<file path="src/rtl/eth_rx_frame_ctrl.sv">
// MII receive sequencer: finds preamble+SFD, packs nibbles into bytes for the
// frame buffer and holds the completed frame until the consumer acknowledges it.
module eth_rx_frame_ctrl #(
  parameter int unsigned MAX_BYTES = 64,
  parameter int unsigned MIN_BYTES = 8,
  parameter int unsigned ADDR_W    = 6
) (
  input  logic              clk,
  input  logic              rst,
  input  logic              rx_dv,
  input  logic              rx_er,
  input  logic [3:0]        dataout_rx,
  output logic              buf_we,
  output logic [ADDR_W-1:0] buf_addr,
  output logic [7:0]        buf_wdata,
  output logic              frm_valid,
  output logic [ADDR_W:0]   frm_len,
  output logic              frm_err,
  input  logic              frm_ack,
  output logic [7:0]        drop_cnt
);

  localparam logic [ADDR_W:0] MAX_B = (ADDR_W+1)'(MAX_BYTES);
  localparam logic [ADDR_W:0] MIN_B = (ADDR_W+1)'(MIN_BYTES);

  typedef enum logic [2:0] {IDLE, PRE, SKIP, DATA, HOLD} state_t;

  state_t          state, state_nx;
  logic            dv_q;
  logic            start;
  logic            good;
  logic [3:0]      pre_cnt;
  logic [3:0]      low_nib;
  logic [ADDR_W:0] byte_cnt;
  logic            phase;
  logic            err;
  logic            ovf;

  assign start = rx_dv & ~dv_q;
  assign good  = rx_dv & ~rx_er;

  // State register
  always_ff @(posedge clk) begin
    if (rst) state <= IDLE;
    else     state <= state_nx;
  end

  // Next-state decode
  always_comb begin
    state_nx = state;
    case (state)
      IDLE: if (start && !rx_er && dataout_rx == 4'h5) state_nx = PRE;
      PRE: begin
        if (good && dataout_rx == 4'h5)                      state_nx = PRE;
        else if (good && dataout_rx == 4'hD && pre_cnt >= 4'd7) state_nx = DATA;
        else                                                  state_nx = SKIP;
      end
      SKIP: if (!rx_dv) state_nx = IDLE;
      DATA: if (!rx_dv) state_nx = HOLD;
      HOLD: if (frm_ack && frm_valid) state_nx = IDLE;
      default: state_nx = IDLE;
    endcase
  end

  // Datapath: preamble count, nibble packing, buffer writes, frame status
  always_ff @(posedge clk) begin
    if (rst) begin
      dv_q      <= 1'b1;
      pre_cnt   <= '0;
      low_nib   <= '0;
      byte_cnt  <= '0;
      phase     <= 1'b0;
      err       <= 1'b0;
      ovf       <= 1'b0;
      buf_we    <= 1'b0;
      buf_addr  <= '0;
      buf_wdata <= '0;
      frm_valid <= 1'b0;
      frm_len   <= '0;
      frm_err   <= 1'b0;
      drop_cnt  <= '0;
    end else begin
      dv_q   <= rx_dv;
      buf_we <= 1'b0;
      case (state)
        IDLE: pre_cnt <= 4'd1;
        PRE: begin
          if (good && dataout_rx == 4'h5 && pre_cnt != 4'd15) pre_cnt <= pre_cnt + 4'd1;
          if (state_nx == DATA) begin
            byte_cnt <= '0;
            phase    <= 1'b0;
            err      <= 1'b0;
            ovf      <= 1'b0;
          end
        end
        DATA: begin
          if (rx_dv) begin
            phase <= ~phase;
            if (rx_er) err <= 1'b1;
            if (!phase) begin
              low_nib <= dataout_rx;
            end else if (byte_cnt < MAX_B) begin
              buf_we    <= 1'b1;
              buf_addr  <= byte_cnt[ADDR_W-1:0];
              buf_wdata <= {dataout_rx, low_nib};
              byte_cnt  <= byte_cnt + (ADDR_W+1)'(1);
            end else begin
              ovf <= 1'b1;
            end
          end else begin
            frm_valid <= 1'b1;
            frm_len   <= byte_cnt;
            frm_err   <= err | ovf | phase | (byte_cnt < MIN_B);
          end
        end
        HOLD: begin
          if (frm_ack) frm_valid <= 1'b0;
          if (start && drop_cnt != 8'd255) drop_cnt <= drop_cnt + 8'd1;
        end
        default: ;
      endcase
    end
  end

endmodule

</file>
<file path="config.mk">
export PLATFORM = sky130hd
export DESIGN_NAME = eth_rx_frame_ctrl
export DESIGN_NICKNAME = d
export VERILOG_FILES = /design/src/rtl/eth_rx_frame_ctrl.sv
export SDC_FILE = /design/constraint.sdc
export NUM_CORES = 1
export LEC_CHECK = 0
export BUFFER_PORTS_ARGS = -buffer_cell sky130_fd_sc_hd__buf_2
export CAP_MARGIN = 20
export CORE_MARGIN = 2
export CORE_UTILIZATION = 25
export CTS_CLUSTER_DIAMETER = 100
export DETAILED_ROUTE_END_ITERATION = 8
export PLACE_DENSITY = 0.54
export SYNTH_ARGS = -nofsm -noshare
export SYNTH_HDL_FRONTEND = slang
export SYNTH_SLANG_ARGS = --single-unit
</file>
<file path="constraint.sdc">
create_clock -name clk -period 1.6 [get_ports clk]
set_input_delay 0.24 -clock clk [delete_from_list [all_inputs] [get_ports clk]]
set_output_delay 0.24 -clock clk [all_outputs]
set_load 0.1 [all_outputs]
</file>
==> results of run 1 <==
critical path: stages (launching register included):
cell      delay (ns)
dfxtp_2         0.34
buf_4           0.16
nor3b_2         0.17
buf_4           0.16
o211ai_4        0.10
or3_1           0.38
a21oi_1         0.14
worst max path at each step:
stage | startpoint | to | slack [ns] | cells after the start
after floorplan | drop_cnt[7] | drop_cnt[7] | 0.004 | 5
after global placement | dataout_rx[1] | byte_cnt[5] | -0.02 | 6
after detailed placement | dataout_rx[1] | byte_cnt[5] | -0.07 | 6
after CTS | state[2] | byte_cnt[5] | 0.0001 | 5
after global routing | state[1] | drop_cnt[3] | -0.002 | 6
final | state[1] | drop_cnt[4] | 0.09 | 6
flip-flops by register name (all words and copies together) (netlist names):
signal / count
state: 3
buf_we: 1
byte_cnt: 7
dv_q: 1
err: 1
pre_cnt: 4
frm_len: 7
frm_err: 1
phase: 1
frm_valid: 1
low_nib: 4
buf_addr: 6
ovf: 1
drop_cnt: 8
buf_wdata: 8
metal layers:
metal  vias up  share of wire, %
met5         -                 0
met4         0               1.6
met3         6               3.9
met2        40                44
met1       936                51
li1       1047                 -
placed cells by master (no fill, tap or decap), types with 2 or more instances in the layout:
master and instances:
nand2_1 60, dfxtp_1 42, buf_2 40, a21oi_1 33, buf_4 25, nor2_1 17
dfxtp_4 8, nand3_1 7, o21ai_0 7, o21a_1 7, xnor2_1 6, a211oi_1 5
clkbuf_8 5, nor2b_1 4, nor3_2 4, dfxtp_2 4, nand2b_1 3, nor3_1 3
a22o_1 3, and3b_1 2, or2_2 2, nor4_2 2, or3_1 2, inv_1 2
mux2i_1 2, and3_1 2, ha_1 2
power groups by stage:
stage	Combinational, W	Clock [W]	Sequential [W]
2_1_floorplan	0.0000346	0	0.00137
3_3_place_gp	0.0000651	0	0.00137
3_5_place_dp	0.0000649	0	0.00137
4_1_cts	0.0000650	0.000786	0.00134
5_1_grt	0.0000733	0.000837	0.00134
6_report	0.0000668	0.000742	0.00133
area by class of cell:
cell class | count | area [sq um]
sequential | 54 | 1116
multi-input combinational | 199 | 1244
clock inverter | 2 | 13.76
inverter | 2 | 7.507
clock buffer | 6 | 72.57
fill | 961 | 6172
tap | 111 | 138.9
timing repair buffer | 65 | 387.9
through the flow:
| stage | setup WS, ns | instance area, sq um | cells | total power, W |
|---|---|---|---|---|
| 3_3_place_gp | -0.02476 | 2828 | 429 | 0.001432 |
| 3_5_place_dp | -0.07072 | 2828 | 429 | 0.001432 |
| 5_1_grt | -0.001962 | 2980 | 439 | 0.002245 |
| 6_report | 0.09025 | 2980 | 439 | 0.002143 |
| 2_1_floorplan | 0.003888 | 2385 | 269 | 0.001401 |
| 4_1_cts | 0.0001155 | 2914 | 437 | 0.002187 |
what timing repair did:
item                                    CTS  global route
setup buffers                             0             1
endpoints found under the setup margin    0            27
resized for setup                         0            13
kinds of logic (layout without fill, tap and decap cells):
kind of cell,after synthesis,in the layout,share of synthesized area [%]
simple gates,121,121,26.94
fa+ha+maj,3,3,1.607
buf+inv,17,75,3.588
mux,2,2,0.8570
flops,54,54,46.28
xor+xnor,7,7,2.625
compound gates,65,66,18.10
==> flow_metrics.tcl, run 1 <==
set metrics [dict create \
    synth.most_common_cell "nand2_1" \
    crit_type "register to register" \
    die_h_um 100.7 \
    clock-skew-final_ns 0.007701 \
    hp-class "input pin to register" \
    antenna_cells 0 \
    cts.sinks 54 \
    swShare_pct 22.36 \
    globalplace.congestion 0.8006 \
    dr.pass1.iters 4 \
    r2r_slack_ns 0.09 \
    cts_tree "built" \
    drc 0 \
    cp.required_ns 1.83 \
    wl_um 5649 \
    dr.first_iter.drc_count 110 \
    leakagePower_nw 1.126 \
    antenna_found_initial 0 \
    end_kind "register" \
    grt_pass1_vias 1890 \
    slew_headroom_pct 67.10 \
    holdPathEnd "buf_wdata[4]" \
    clock_power_share_pct 34.6 \
    drive_above_1_share_pct 33.54 \
    synthCells 269 \
    clk_pin_slew_worst_paths_ns 0.10 \
    slew_viol_final 0 \
    yosysTopAreaCell "dfxtp_1" \
    met2_usage_pct 17.33 \
    fmax_mhz 662.4 \
    hpwl_um 3982 \
    post-route-period-util_pct 94.36 \
    start_util_pct 25.52 \
    r2r_end "drop_cnt[4]" \
    grt-ovfl-total 0 \
    grt_pass1_wl_um 9142 \
    syn_nets 281 \
    r2r-start "state[1]" \
    numCtsBuffers 5 \
    comb_power_share_pct 3.1 \
    max_cap_violations 0 \
    synth_area_per_cell_sq_um 8.684 \
    power.internal_w 0.001664 \
    drt-wirelength-per-cell_um 12.87 \
    synth-async-reset-ratio_pct 0 \
    period_minus_slack_ns 1.510 \
    io_pins 41 \
    synth_ff_type "dfxtp_1" \
    ys_seq_area_share_pct 46.28 \
    grt_usage_pct 11.18 \
    seq_power_share_pct 62.2 \
    synth_cell_type_count 49 \
    ys_ff_latch 54 \
    tns_ns 0 \
    holdPathStages 3 \
    status "complete, no violations" \
    htreeDepth 2 \
    clk_latency_ns 0.30 \
    die_w_um 100.7 \
    rows 35 \
    portBuffers 40 \
    hold_ws_ns 0.1967 \
    viasPerCell 4.622 \
    ant_nets 0 \
    syn_area_sq_um 2336 \
    die-area_sq_um 10130 \
    vias 2029 \
    worstPathArrival_ns 1.74 \
    power.switching_w 0.0004793 \
    reg2regPathDepth 6 \
    p_per_area_nw_per_um2 719.1 \
    grt_use_met3_pct 1.595 \
    busiest_layer "met2" \
    finalSetupViolations 0 \
    ir_drop_mv 0.3695 \
    min_from "dataout_rx[0]" \
    yosys-top-cells-count "60 x nand2_1, 54 x dfxtp_1, 33 x a21oi_1" \
    ys_warn_count 0 \
    grt_use_met1_pct 15.73 \
    cts_buffer_depth 2 \
    postCtsHoldBufs 0 \
    post-route-util_pct 32.56 \
    final_nets 339 \
    grt_max_degree 32 \
    synth_area_leaders "dfxtp_1 46%, nand2_1 9.6%, a21oi_1 7.1%, nor2_1 2.7%, o21a_1 2.2%" \
    area_delta_synth_final_pct 27.58 \
    crit_path_start_kind "register" \
    synth_top_cell_area_share_pct 46.28 \
    core_area_sq_um 9153 \
    tightest_slew_ns 0.4969 \
    synth_edf_count 0 \
    hold_viol_final 0 \
    path_max_fanout 9 \
    ctsRootBufferMaster "clkbuf_8" \
]
No activity file was read; power rests on OpenSTA's default activity.
==> run 2, diff against run 1 <==
--- a/config.mk
+++ b/config.mk
@@ -11,7 +11,7 @@
 export CORE_UTILIZATION = 25
 export CTS_CLUSTER_DIAMETER = 100
 export DETAILED_ROUTE_END_ITERATION = 8
-export PLACE_DENSITY = 0.54
+export PLACE_DENSITY = 0.41
 export SYNTH_ARGS = -nofsm -noshare
 export SYNTH_HDL_FRONTEND = slang
 export SYNTH_SLANG_ARGS = --single-unit
==> constraint.sdc (replaced) <==
create_clock -name clk -period 1.48 [get_ports clk]
set_input_delay 0.222 -clock clk [delete_from_list [all_inputs] [get_ports clk]]
set_output_delay 0.222 -clock clk [all_outputs]
set_load 0.1 [all_outputs]
==> run 2 against run 1 <==
  * Sequential power is 8% higher
  * Register-to-register slack worse by 0.11 ns
  * The run now ends with negative setup slack left
  * Clock power is 36% higher
  * Sequential share of layout area is 3.5 points lower
  * Non-clock buffer count is 21 higher
  * Critical path depth stayed put
  * Power is 18% higher
==> flow_metrics.tcl, run 2 (same netlist as run 1, synthesis figures left out) <==
set metrics [dict create \
    numCtsBuffers 5 \
    crit_type "register to register" \
    drc 0 \
    grt_usage_pct 12.47 \
    cts_buffer_depth 2 \
    finalSetupViolations 1 \
    final_common_cell "nand2_1" \
    cts_tree "built" \
    die-area_sq_um 10130 \
    fmax_mhz 666.6 \
    wl_um 6143 \
    hp-class "input pin to register" \
    end_kind "register" \
    drt-wirelength-per-cell_um 13.35 \
    reg_top3 "buf_wdata (8), drop_cnt (8)" \
    post-route-period-util_pct 101.4 \
    start_util_pct 25.52 \
    clock-skew-final_ns 0.01695 \
    leakagePower_nw 1.259 \
    dr.pass1.iters 4 \
    setup_ws_ns -0.02021 \
    viasPerCell 4.609 \
    rsz0062_at_grt "true" \
    htreeDepth 2 \
    vias 2120 \
    slew_headroom_pct 67.39 \
    clk_latency_ns 0.32 \
    portBuffers 40 \
    mostFrequentLayoutCells "59 x nand2_1, 41 x dfxtp_1, 38 x buf_2" \
    crit_path_start_kind "register" \
    violations "negative setup slack" \
    ant_nets 0 \
    final_nets 360 \
    antenna_cells 0 \
    place_inst 443 \
    antenna_found_initial 0 \
    core_area_sq_um 9153 \
    rows 35 \
    io_pins 41 \
    cp.required_ns 1.72 \
    grt_pass1_wl_um 9998 \
    slew_viol_final 0 \
    grt-ovfl-total 0 \
    path_max_fanout 5 \
    tns_ns -0.02021 \
    ir_drop_mv 0.4001 \
    area_delta_synth_final_pct 41.46 \
    grt_pass1_vias 2007 \
    worstPathArrival_ns 1.74 \
    dr.first_iter.drc_count 66 \
    drive_above_1_share_pct 41.55 \
    tightest_slew_ns 0.4926 \
    p_per_area_nw_per_um2 766.6 \
    postCtsHoldBufs 0 \
    hold_viol_final 0 \
    cts.sinks 54 \
    die_h_um 100.7 \
    clk_pin_slew_worst_paths_ns 0.11 \
    period_minus_slack_ns 1.500 \
    grt_max_degree 37 \
    fin_cells 460 \
    globalplace.congestion 0.7737 \
    hpwl_um 4302 \
    max_cap_violations 0 \
    ctsRootBufferMaster "clkbuf_8" \
    status "complete, but fails checks" \
    die_w_um 100.7 \
]
## run 2: cell type report
| class | instances | area, sq um |
|---|---|---|
| Fill cell | 951 | 5848 |
| Clock inverter | 1 | 8.758 |
| Multi-Input combinational cell | 199 | 1326 |
| Sequential cell | 54 | 1122 |
| Inverter | 2 | 7.507 |
| Tap cell | 111 | 138.9 |
| Clock buffer | 7 | 107.6 |
| Timing Repair Buffer | 86 | 593.1 |
## run 2: path summary, 6_finish.rpt
path / cells after the start / to / slack (ns) / startpoint
worst min-delay path: 3 / low_nib[1] / 0.17 / dataout_rx[1]
worst min register to register: 2 / frm_len[1] / 0.46 / frm_len[1]
worst max-delay path: 6 / byte_cnt[5] / -0.02 / state[2]
worst max register to register: 6 / byte_cnt[5] / -0.02 / state[2]
## run 2: metrics by stage
stage | power, W | instance area [sq um] | util [%] | setup WS [ns] | hold slack [ns]
after floorplan | 0.001514 | 2429 | - | -0.05861 | 0.3580
after global placement | 0.001556 | 2982 | 32.58 | -0.1315 | 0.4428
after detailed placement | 0.001555 | 2982 | 32.58 | -0.1834 | 0.4444
after CTS | 0.002575 | 3178 | 34.72 | -0.02316 | 0.1533
after global routing | 0.002640 | 3304 | 36.10 | -0.09571 | 0.1660
final | 0.002533 | 3304 | 36.10 | -0.02021 | 0.1664
## run 2: critical path: stages, from the launching register on
cell,delay [ns]
dfxtp_4,0.40
and3b_2,0.24
nand2_4,0.10
a21boi_4,0.27
nor3_4,0.07
buf_6,0.12
a311oi_2,0.23
## run 2: routing by layer
| layer | GRT usage (%) | share of wire (%) | up-vias |
|---|---|---|---|
| met5 | 0 | 0 | - |
| met4 | 3.477 | 0.94 | 0 |
| met3 | 2.427 | 3.6 | 6 |
| met2 | 18.41 | 42 | 40 |
| met1 | 18.39 | 53 | 983 |
| li1 | - | - | 1091 |
## run 2: power breakdown
group	switching [W]	total (W)	internal (W)
registers	0.00000229	0.00144	0.00144
clock network	0.000523	0.00101	0.000490
logic	0.0000519	0.0000810	0.0000291
total	0.000577	0.00253	0.00196
## run 2: what timing repair did
action / CTS / global route
gates cloned: 0 / 1
gates resized for setup: 13 / 23
pin swaps: 3 / 11
buffers inserted: 5 / 3
endpoints found under the setup margin: 30 / 44
==> run 3, diff against run 2 <==
--- a/config.mk
+++ b/config.mk
@@ -7,11 +7,11 @@
 export LEC_CHECK = 0
 export BUFFER_PORTS_ARGS = -buffer_cell sky130_fd_sc_hd__buf_2
 export CAP_MARGIN = 20
-export CORE_MARGIN = 2
 export CORE_UTILIZATION = 25
 export CTS_CLUSTER_DIAMETER = 100
 export DETAILED_ROUTE_END_ITERATION = 8
 export PLACE_DENSITY = 0.41
+export SETUP_SLACK_MARGIN = 0.05
 export SYNTH_ARGS = -nofsm -noshare
 export SYNTH_HDL_FRONTEND = slang
 export SYNTH_SLANG_ARGS = --single-unit
==> run 3 against run 2 <==
  * The flow now finishes without violations
  * Non-clock buffer count is 3 higher
  * Die area is 3.9% lower
  * Via count is 1.1% higher
  * Highest routed layer unchanged
  * First-iteration DRC count is 53% higher
  * Maximum frequency is 1.5% higher
  * Cell area is 2.5% higher
  * Core utilization is 2.0 points higher
  * Sequential power hardly changed
==> flow_metrics.tcl, run 3 (same netlist as run 1, synthesis figures left out) <==
set metrics [dict create \
    mostFrequentLayoutCells "57 x nand2_1, 41 x dfxtp_1, 39 x buf_2, 39 x buf_4, 28 x a21oi_1" \
    clock-skew-final_ns 0.009053 \
    final_common_cell "nand2_1" \
    vias 2144 \
    tightest_slew_ns 0.4928 \
    slew_viol_final 0 \
    reg_top3 "buf_wdata (8), drop_cnt (8)" \
    max_cap_violations 0 \
    leakagePower_nw 1.298 \
    fillCellCount 935 \
    ctsRootBufferMaster "clkbuf_8" \
    globalplace.congestion 0.7711 \
    drt-wirelength-per-cell_um 13.23 \
    crit_path_start_kind "register" \
    htreeDepth 2 \
    reg2regPathDepth 5 \
    path_max_fanout 5 \
    wl_um 6088 \
    numCtsBuffers 5 \
    final_nets 363 \
    finalSetupViolations 0 \
    hp-class "input pin to register" \
    grt_pass1_vias 2062 \
    core_area_sq_um 8891 \
    cts_tree "built" \
    grt_usage_pct 13.34 \
    post-route-period-util_pct 99.85 \
    grt_max_degree 50 \
    rsz0062_at_grt "true" \
    antenna_found_initial 0 \
    fin_cells 460 \
    ant_nets 0 \
    pre_cts_slack_ns -0.1770 \
    dr.first_iter.drc_count 101 \
    status "complete, no violations" \
    fmax_mhz 676.7 \
    cp.required_ns 1.72 \
    antenna_cells 0 \
    cts.sinks 54 \
    die_w_um 98.67 \
    cts_buffer_depth 2 \
    tns_ns 0 \
    end_kind "register" \
    post-route-util_pct 38.08 \
    portBuffers 40 \
    slew_headroom_pct 67.37 \
    dr.pass1.iters 4 \
    clk_latency_ns 0.31 \
    grt-ovfl-total 0 \
    ir_drop_mv 0.3995 \
    die-area_sq_um 9735 \
    hpwl_um 4268 \
    period_minus_slack_ns 1.478 \
    area_delta_synth_final_pct 44.94 \
    viasPerCell 4.661 \
    hold_ws_ns 0.1721 \
    crit_type "register to register" \
    place_inst 440 \
    grt_pass1_wl_um 10360 \
    drive_above_1_share_pct 44.03 \
    die_h_um 98.67 \
    worstPathArrival_ns 1.72 \
    holdPathStages 3 \
    p_per_area_nw_per_um2 714.1 \
    io_pins 41 \
    rows 34 \
    setup_ws_ns 0.002217 \
    hold_viol_final 0 \
    drc 0 \
    clk_pin_slew_worst_paths_ns 0.10 \
    start_util_pct 26.27 \
]
-- run 3: cell count changes in the layout (fill, tap and decap cells not counted), sizes merged --
cell	before	now
buf	84	89
clkbuf	9	7
-- run 3: worst paths after layout --
path	startpoint	end	slack, ns
max	state[1]	drop_cnt[4]	0.002
min	dataout_rx[1]	buf_wdata[5]	0.17
max reg2reg	state[1]	drop_cnt[4]	0.002
min reg2reg	buf_wdata[3]	buf_wdata[3]	0.45
-- run 3: layout make-up --
class / count / area (sq um) / share of cell area, %
repair buffers: 89 / 620.6 / 18.33
inverters: 2 / 7.507 / 0.2217
flip-flops and latches: 54 / 1122 / 33.15
clock inverters: 1 / 8.758 / 0.2587
well taps: 108 / 135.1 / 3.991
clock buffers: 7 / 86.33 / 2.550
multi-input cells: 199 / 1405 / 41.50
-- run 3: repair_timing --
action                     in CTS  in global routing
hold buffers                    0                  0
gates cloned                    1                  1
resized for setup              23                 21
setup endpoints to repair      43                 46
buffers inserted                8                  3
pin swaps                      12                  9
-- run 3: metrics by stage --
stage	power (W)	area (sq um)
floorplan	0.001516	2475
global placement	0.001555	3020
detailed placement	0.001556	3020
CTS	0.002461	3272
global route	0.002521	3386
finish	0.002418	3386
-- run 3: where the power goes --
part	switching, W	internal, W	leakage (nW)
Sequential	0.00000242	0.00144	0.445
Clock	0.000505	0.000389	0.0489
Combinational	0.0000549	0.0000301	0.804
-- run 3: layer usage --
metal | routed length [um] | vias to the layer above | global-route usage (%)
met5 | 0 | - | 0
met4 | 55 | 0 | 3.100
met3 | 277 | 5 | 2.979
met2 | 2651 | 53 | 20.91
met1 | 3104 | 985 | 18.67
li1 | - | 1101 | -
-- run 3: critical path, stage by stage, from the launching register on --
cell and delay (ns):
dfxtp_4 0.38, buf_6 0.13, nor3b_4 0.27, o211ai_4 0.15
or3_1 0.35, a21oi_2 0.13
